$ cat config.mk
export PLATFORM = sky130hd
export DESIGN_NAME = leaf_stream_fifo
export DESIGN_NICKNAME = d
export VERILOG_FILES = /design/src/rtl/leaf_stream_fifo.sv
export SDC_FILE = /design/constraint.sdc
export NUM_CORES = 1
export LEC_CHECK = 0
export BUFFER_PORTS_ARGS = -buffer_cell sky130_fd_sc_hd__buf_2
export CORE_ASPECT_RATIO = 0.6
export CORE_MARGIN = 3
export CORE_UTILIZATION = 25
export DETAILED_ROUTE_END_ITERATION = 10
export GPL_TIMING_DRIVEN = 0
export SLEW_MARGIN = 15
export SYNTH_ARGS = -nofsm -noshare
export SYNTH_HDL_FRONTEND = slang
export SYNTH_SLANG_ARGS = --single-unit
$ cat constraint.sdc
create_clock -name i_clk -period 2.7 [get_ports i_clk]
set_input_delay 0.135 -clock i_clk [delete_from_list [all_inputs] [get_ports i_clk]]
set_output_delay 0.135 -clock i_clk [all_outputs]
set_load 0.02 [all_outputs]
$ cat src/rtl/leaf_stream_fifo.sv
// ---------------------------------------------------------------------------
// leaf_stream_fifo
//
// Valid/ready stream buffer for a leaf stage. It accepts words from the
// parent level, holds up to DEPTH of them, and forwards them in order to
// the downstream consumer. It also reports occupancy and almost-full so the
// parent level can throttle.
//
// Parameters
//   DATA_W    : width of each data word
//   DEPTH     : storage entries (power of two, 2..256)
//   AFULL_LVL : occupancy at which o_afull asserts (1..DEPTH)
//
// Ports
//   i_clk       : clock; all state updates on the rising edge
//   i_rst_n     : asynchronous active-low reset
//   i_in_valid  : upstream word present
//   i_in_data   : upstream word
//   o_in_ready  : space available (push on i_in_valid && o_in_ready)
//   o_out_valid : downstream word present
//   o_out_data  : head-of-queue word, forced to 0 while empty
//   i_out_ready : downstream accepts (pop on o_out_valid && i_out_ready)
//   o_level     : current occupancy, 0..DEPTH
//   o_afull     : o_level >= AFULL_LVL
//   o_empty     : o_level == 0
// ---------------------------------------------------------------------------
module leaf_stream_fifo #(
  parameter int unsigned DATA_W    = 8,
  parameter int unsigned DEPTH     = 8,
  parameter int unsigned AFULL_LVL = 6
) (
  input  logic                     i_clk,
  input  logic                     i_rst_n,
  input  logic                     i_in_valid,
  input  logic [DATA_W-1:0]        i_in_data,
  output logic                     o_in_ready,
  output logic                     o_out_valid,
  output logic [DATA_W-1:0]        o_out_data,
  input  logic                     i_out_ready,
  output logic [$clog2(DEPTH):0]   o_level,
  output logic                     o_afull,
  output logic                     o_empty
);

  localparam int unsigned PtrW = $clog2(DEPTH);
  localparam int unsigned CntW = PtrW + 1;

  localparam logic [CntW-1:0] CntFull  = CntW'(DEPTH);
  localparam logic [CntW-1:0] CntAfull = CntW'(AFULL_LVL);

  // Storage and bookkeeping state
  logic [DATA_W-1:0] r_mem [DEPTH];
  logic [PtrW-1:0]   r_wp;
  logic [PtrW-1:0]   r_rp;
  logic [CntW-1:0]   r_cnt;

  logic [PtrW-1:0]   w_wp_d;
  logic [PtrW-1:0]   w_rp_d;
  logic [CntW-1:0]   w_cnt_d;

  logic              w_full;
  logic              w_empty;
  logic              w_push;
  logic              w_pop;

  // Status is derived purely from the registered count, so ready never
  // depends combinationally on i_out_ready: a pop while full cannot open
  // room for a same-cycle push.
  assign w_full  = (r_cnt == CntFull);
  assign w_empty = (r_cnt == '0);

  assign w_push  = i_in_valid && !w_full;
  assign w_pop   = !w_empty && i_out_ready;

  // Next-state for pointers and occupancy. Pointers are exactly PtrW bits,
  // so incrementing past DEPTH-1 wraps to 0 with no extra logic.
  always_comb begin
    w_wp_d  = r_wp;
    w_rp_d  = r_rp;
    w_cnt_d = r_cnt;

    if (w_push) begin
      w_wp_d = r_wp + PtrW'(1);
    end
    if (w_pop) begin
      w_rp_d = r_rp + PtrW'(1);
    end

    unique case ({w_push, w_pop})
      2'b10:   w_cnt_d = r_cnt + CntW'(1);
      2'b01:   w_cnt_d = r_cnt - CntW'(1);
      default: w_cnt_d = r_cnt;
    endcase
  end

  always_ff @(posedge i_clk or negedge i_rst_n) begin
    if (!i_rst_n) begin
      r_wp  <= '0;
      r_rp  <= '0;
      r_cnt <= '0;
    end else begin
      r_wp  <= w_wp_d;
      r_rp  <= w_rp_d;
      r_cnt <= w_cnt_d;
    end
  end

  // The array is deliberately not reset; stale contents are unreachable
  // because the read side is gated by the count.
  always_ff @(posedge i_clk) begin
    if (w_push) begin
      r_mem[r_wp] <= i_in_data;
    end
  end

  // Outputs. The only combinational read path is the mux from r_rp; a word
  // pushed into an empty buffer appears here one cycle later.
  assign o_in_ready  = !w_full;
  assign o_out_valid = !w_empty;
  assign o_out_data  = w_empty ? '0 : r_mem[r_rp];
  assign o_level     = r_cnt;
  assign o_afull     = (r_cnt >= CntAfull);
  assign o_empty     = w_empty;

endmodule

## Word-level counts from Yosys, hierarchy flattened

Memories as Yosys holds them, arrays and structs flattened.
Cells that the tools add are included.

- Flip-flop bits (word level): 10
- RAM bits: 64
- Input port bits: 12
- Output and inout port bits: 16
- Logic and storage cells: 22
- Memories kept: 1

Memory list:

| memory | words | bits a word | rd ports | clocked after Yosys merged registers in | write ports | line | text |
|---|---|---|---|---|---|---|---|
| r_mem | 8 | 8 | 1 | 0 | 1 | 52 | `logic [DATA_W-1:0] r_mem [DEPTH];` |

- Add/subtract/negate cells: 4
- Magnitude comparators: 1
- Equality and inequality tests: 3
- Muxes and demuxes: 4
- Reduce and logical (&&, ||, !) cells: 6

Operators with widths:

| kind | count |
|---|---|
| $mux 8 | 1 |
| $pmux 4 s2 | 1 |
| $add 3x1->3 const B | 2 |
| $add 4x1->4 const B | 1 |
| $eq 4x4->1 const B | 1 |
| $ge 4x3->1 const B | 1 |
| $logic_not 4->1 | 1 |
| $sub 4x1->4 const B | 1 |
| $eq 2x1->1 const B | 1 |
| $eq 2x2->1 const B | 1 |
| $logic_and 1x1->1 | 2 |
| $logic_not 1->1 | 2 |
| $mux 1 | 2 |
| $reduce_bool 2->1 | 1 |

## Depth between registers and ports, before layout

- Depth in word-level cells: 5
- Mapped depth: 11
- Depth with buffers taken out: 10

## Worst setup path after synthesis

No wires, ideal clock.

- Kind: reg2reg
- Start point: register r_cnt[2], in the netlist o_level[2]
- End point: register r_cnt[2], in the netlist o_level[2]
- Setup time: 0.125 ns
- Arrival: 2.516 ns
- Setup slack: 0.059 ns
- Stages on the path, launching flop included: 12
- Cells stage by stage: dfrtp_1 -> buf_6 -> or4_4 -> and2_4 -> buf_6 -> ha_1 -> xor2_1 -> ha_1 -> a21oi_1 -> xor2_1 -> nor2_1 -> xor2_1

- Longest elaborated chain between the ends: 5
- Elaborated cells on any way between the ends: 12
- Those cells by class: add/sub: 2; eq/ne: 3; mux: 1; reduce/logical: 6

Ends and longest elaborated chain:

| item | line | text |
|---|---|---|
| start: declaration | 55 | `logic [CntW-1:0] r_cnt;` |
| start signal: assignment | 104 | `r_cnt <= w_cnt_d;` |
| $logic_not 4->1 (*) | 70 | `assign w_empty = (r_cnt == '0);` |
| $logic_not 1->1 (*) | n/a |  |
| net o_out_valid | 37 | `output logic o_out_valid,` |
| $logic_and 1x1->1 (*) | 73 | `assign w_pop = !w_empty && i_out_ready;` |
| net w_pop | 64 | `logic w_pop;` |
| $eq 2x1->1 / $eq 2x2->1 (equally long branches) | 89 | `unique case ({w_push, w_pop})` |
| $pmux 4 s2 / $reduce_bool 2->1 (equally long branches) | n/a |  |

The timed path passes the listed nets; every way through them passes the cells marked *.
A chain may end at the register's enable or synchronous reset.

## Worst setup path after layout

- Start point: register r_cnt[2], in the netlist o_level[2]
- End point: register r_cnt[2], in the netlist o_level[2]

- Longest elaborated chain between the ends: 5
- Elaborated cells on any way between the ends: 12
- Those cells by class: add/sub: 2; eq/ne: 3; mux: 1; reduce/logical: 6

Ends and longest elaborated chain:

| item | line |
|---|---|
| $logic_not 4->1 (*) | 70 |
| $logic_not 1->1 (*) | 73 |
| $logic_and 1x1->1 (*) | 73 |
| net w_pop | 64 |
| $eq 2x1->1 / $eq 2x2->1 (equally long branches) | 89 |
| $pmux 4 s2 / $reduce_bool 2->1 (equally long branches) | n/a |

Marked as above.

==> metrics.yaml <==
status: "complete, no violations"
gp_congestion: 0.670
whs_ps: 80.6
post-route-period-util_pct: 93.6
finClkSkew_ps: 6.13
yosysTopAreaCellShare_pct: 63.3
crit_type: "register to register"
vias: 1570
io_pins: 28
totalWireLength_mm: 5.95
fmax_mhz: 396
finalNetCount: 219
critPathMaxFanout: 7
yosysTopAreaCell: "edfxtp_1"
slew_headroom_pct: 39.1
grt_antenna_before_repair: 0
drv_cap: 0
cts_made_buffers: 9
synth_compound_area_share_pct: 1.07
drt_iter0_markers: 186
synth_top_family_by_area: "multiplexers"
synth.distinct_cells: 28
drc_errors: 0
max-vdd-ir-drop_uv: 429
arrival_ps: 2740
numPortBuffers: 27
hold_depth: 1
final_util_pct: 32.6
layout-drive-gt1-share_pct: 36.2
syn_avg_cell_area_um2: 18.9
finalPower_w: 0.00445
setup_viol: 0
dr.pass1.iters: 4
synth_warnings: 0
yosys.area_share.simple_pct: 5.35
synthTopCellsByArea: "edfxtp_1, mux4_2, dfrtp_1, mux2i_1, ha_1"
hold_start: "i_in_data[0]"
root_buffer: "clkbuf_16"
clk_path_buf_depth: 2
netlist_instances: 161
yosysSeqAreaShare_pct: 71.5
grt_use_total_pct: 9.60
grt_pass1_wl_mm: 9.14
synthXorXnorAreaFrac_pct: 2.59
clk_latency_ps: 330
die_w_um: 148
whs_endpoint: "r_mem[7][0]"
ant_nets: 0
final_hold_viol_count: 0
dieArea_um2: 13600
min_path_type: "primary input to register"
grt_max_degree: 13
area_growth_pct: 23.9
endpoint_kind: "register"
cts.sinks: 74
dieHeight_um: 91.4
r2r_setup_slack_ps: 170
muxShareOfSynthArea_pct: 15.7
h-tree-depth: 3
routedWlPerCell_um: 16.2
netlist_area_um2: 3040
syn_nets: 178
worstPathCellList: "buf_6 -> or4_4 -> and2_4 -> buf_6 -> ha_2 -> xor2_1 -> ha_1 -> a21oi_1 -> xor2_1 -> nor2_1 -> xor2_1"
worst_path_most_repeated_cell: "xor2_1"
setup-tns-final_ps: 0
path_clk_slew_ps: 60
routed_via_density: 4.28
slowest_stage: "or4_4"
dp_hpwl_mm: 4.13
p_per_area_nw_per_um2: 1180
tightest_slew_ps: 910
r2r_end: "o_level[2]"
finalMaxSlewViolations: 0
slowest_delay_ps: 540
fin_crit_ps: 2530
synth_fa_ha_area_share_pct: 2.06
ff2ff_path_depth: 11
regToRegStartpoint: "o_level[2]"
rsz0062_at_grt: "no"
antenna-diode-count: 0
grt_overflow_total: 0
rows: 30
critPathLaunchType: "register"
leakage_nw: 1.32
ys_ff_latch: 74
crit_required_ps: 2910
core_area_um2: 11600
initial_core_util_pct: 26.3
tritoncts: "built"
grt_pass1_vias: 1560
-- power breakdown --
part	switching [W]	total [W]	internal, W	leakage, nW
clock network	0.000425	0.00132	0.000895	0.158
logic	0.000857	0.00152	0.000659	0.464
registers	0.000139	0.00162	0.00148	0.698
total	0.00142	0.00445	0.00303	1.32
-- registers in the layout, summed over array words and instances, names as in the netlist --
name and cells:
r_mem 64, r_rp 3, o_level 4, r_wp 3
-- final cells by class --
type / count / area (um^2)
clock buffers: 10 / 229
clock inverters: 6 / 105
well taps: 160 / 200
plain buffers: 7 / 45.0
flip-flops and latches: 74 / 2170
fillers: 1137 / 7800
repair buffers: 31 / 165
multi-input cells: 78 / 843
inverters: 1 / 3.75
-- worst max path at each step --
stage / from / end / cells after the start
final: o_level[2] / o_level[2] / 11
after CTS: o_level[1] / o_level[2] / 11
after global routing: r_rp[0] / o_out_data[2] / 6
after floorplan: o_level[2] / o_level[2] / 11
after global placement: o_level[1] / r_mem[0][6] / 5
after detailed placement: o_level[1] / o_level[2] / 11
-- stage by stage --
stage / std cells / setup slack (ps) / cell area, um^2
after floorplan: 161 / 58.5 / 3040
final: 367 / 172 / 3760
after global routing: 367 / 14.3 / 3760
after detailed placement: 351 / 73.9 / 3420
after CTS: 368 / 57.2 / 3760
after global placement: 348 / -502 / 3370
-- layer usage --
| layer | global-route usage [%] | part of all wire, % |
|---|---|---|
| met5 | 0 | 0 |
| met4 | 3.46 | 0.40 |
| met3 | 4.79 | 7.6 |
| met2 | 13.1 | 44 |
| met1 | 13.1 | 48 |
-- cell usage in the layout, fill, tap and decap left out --
cell and count:
edfxtp_1 64, clkbuf_16 9, clkinvlp_4 1, mux2_2 2, nor3b_1 2, nand2b_1 3
bufinv_16 3, mux2_4 1, dlygate4sd3_1 1, buf_1 1, buf_4 2, buf_2 30
nor2_1 12, a21oi_1 2, nor3_2 4, xnor2_1 4, nor3_1 1, and2_4 1
nand3b_1 1, clkinv_1 3, a21o_1 1, clkbuf_2 1, nand2_1 4, nand3_1 2
clkbuf_1 2, mux4_2 16, a211o_1 1, dfrtp_1 10, or4_4 1, a31oi_1 1
mux2i_1 8, xor2_1 5, ha_2 1, ha_1 4, buf_6 2, nor4_2 1
-- repair_timing --
action | in CTS | in global routing
setup buffers | 0 | 0
hold buffers | 1 | 0
cloned | 0 | 0
gates resized for setup | 1 | 1
endpoints found under the setup margin | 3 | 1
endpoints found under the hold margin | 10 | 0
-- cell families after synthesis --
family	count (synthesis)
AO/OA/AOI/OAI	5
XOR/XNOR	9
adder cells (fa/ha/maj)	5
buffers and inverters	9
flip-flops	74
multiplexers	27
AND/OR/NAND/NOR	32
-- synth_stat cells --
cell type   n
mux2_2      2
xor2_1      5
clkbuf_1    3
a21oi_1     2
mux2i_1     8
nor4_1      1
nor2_1     12
buf_2       2
nand3_1     2
nor3b_1     2
a21o_1      1
dfrtp_1    10
nand3b_1    1
or4_4       1
xnor2_1     4
a31oi_1     1
nor3_1      5
and2_4      1
a211o_1     1
mux4_2     16
clkinv_1    1
mux2_4      1
buf_6       2
ha_1        5
nand2b_1    3
nand2_1     4
buf_1       1
edfxtp_1   64
-- critical path, delay by kind of cell (launching register included) --
kind	cells	cell delay (ps)
fa+ha+maj	2	390
compound gates	1	140
simple gates	3	780
flops	1	380
xor+xnor	3	440
buf+inv	2	260
Power figures use the tool's default switching activity.
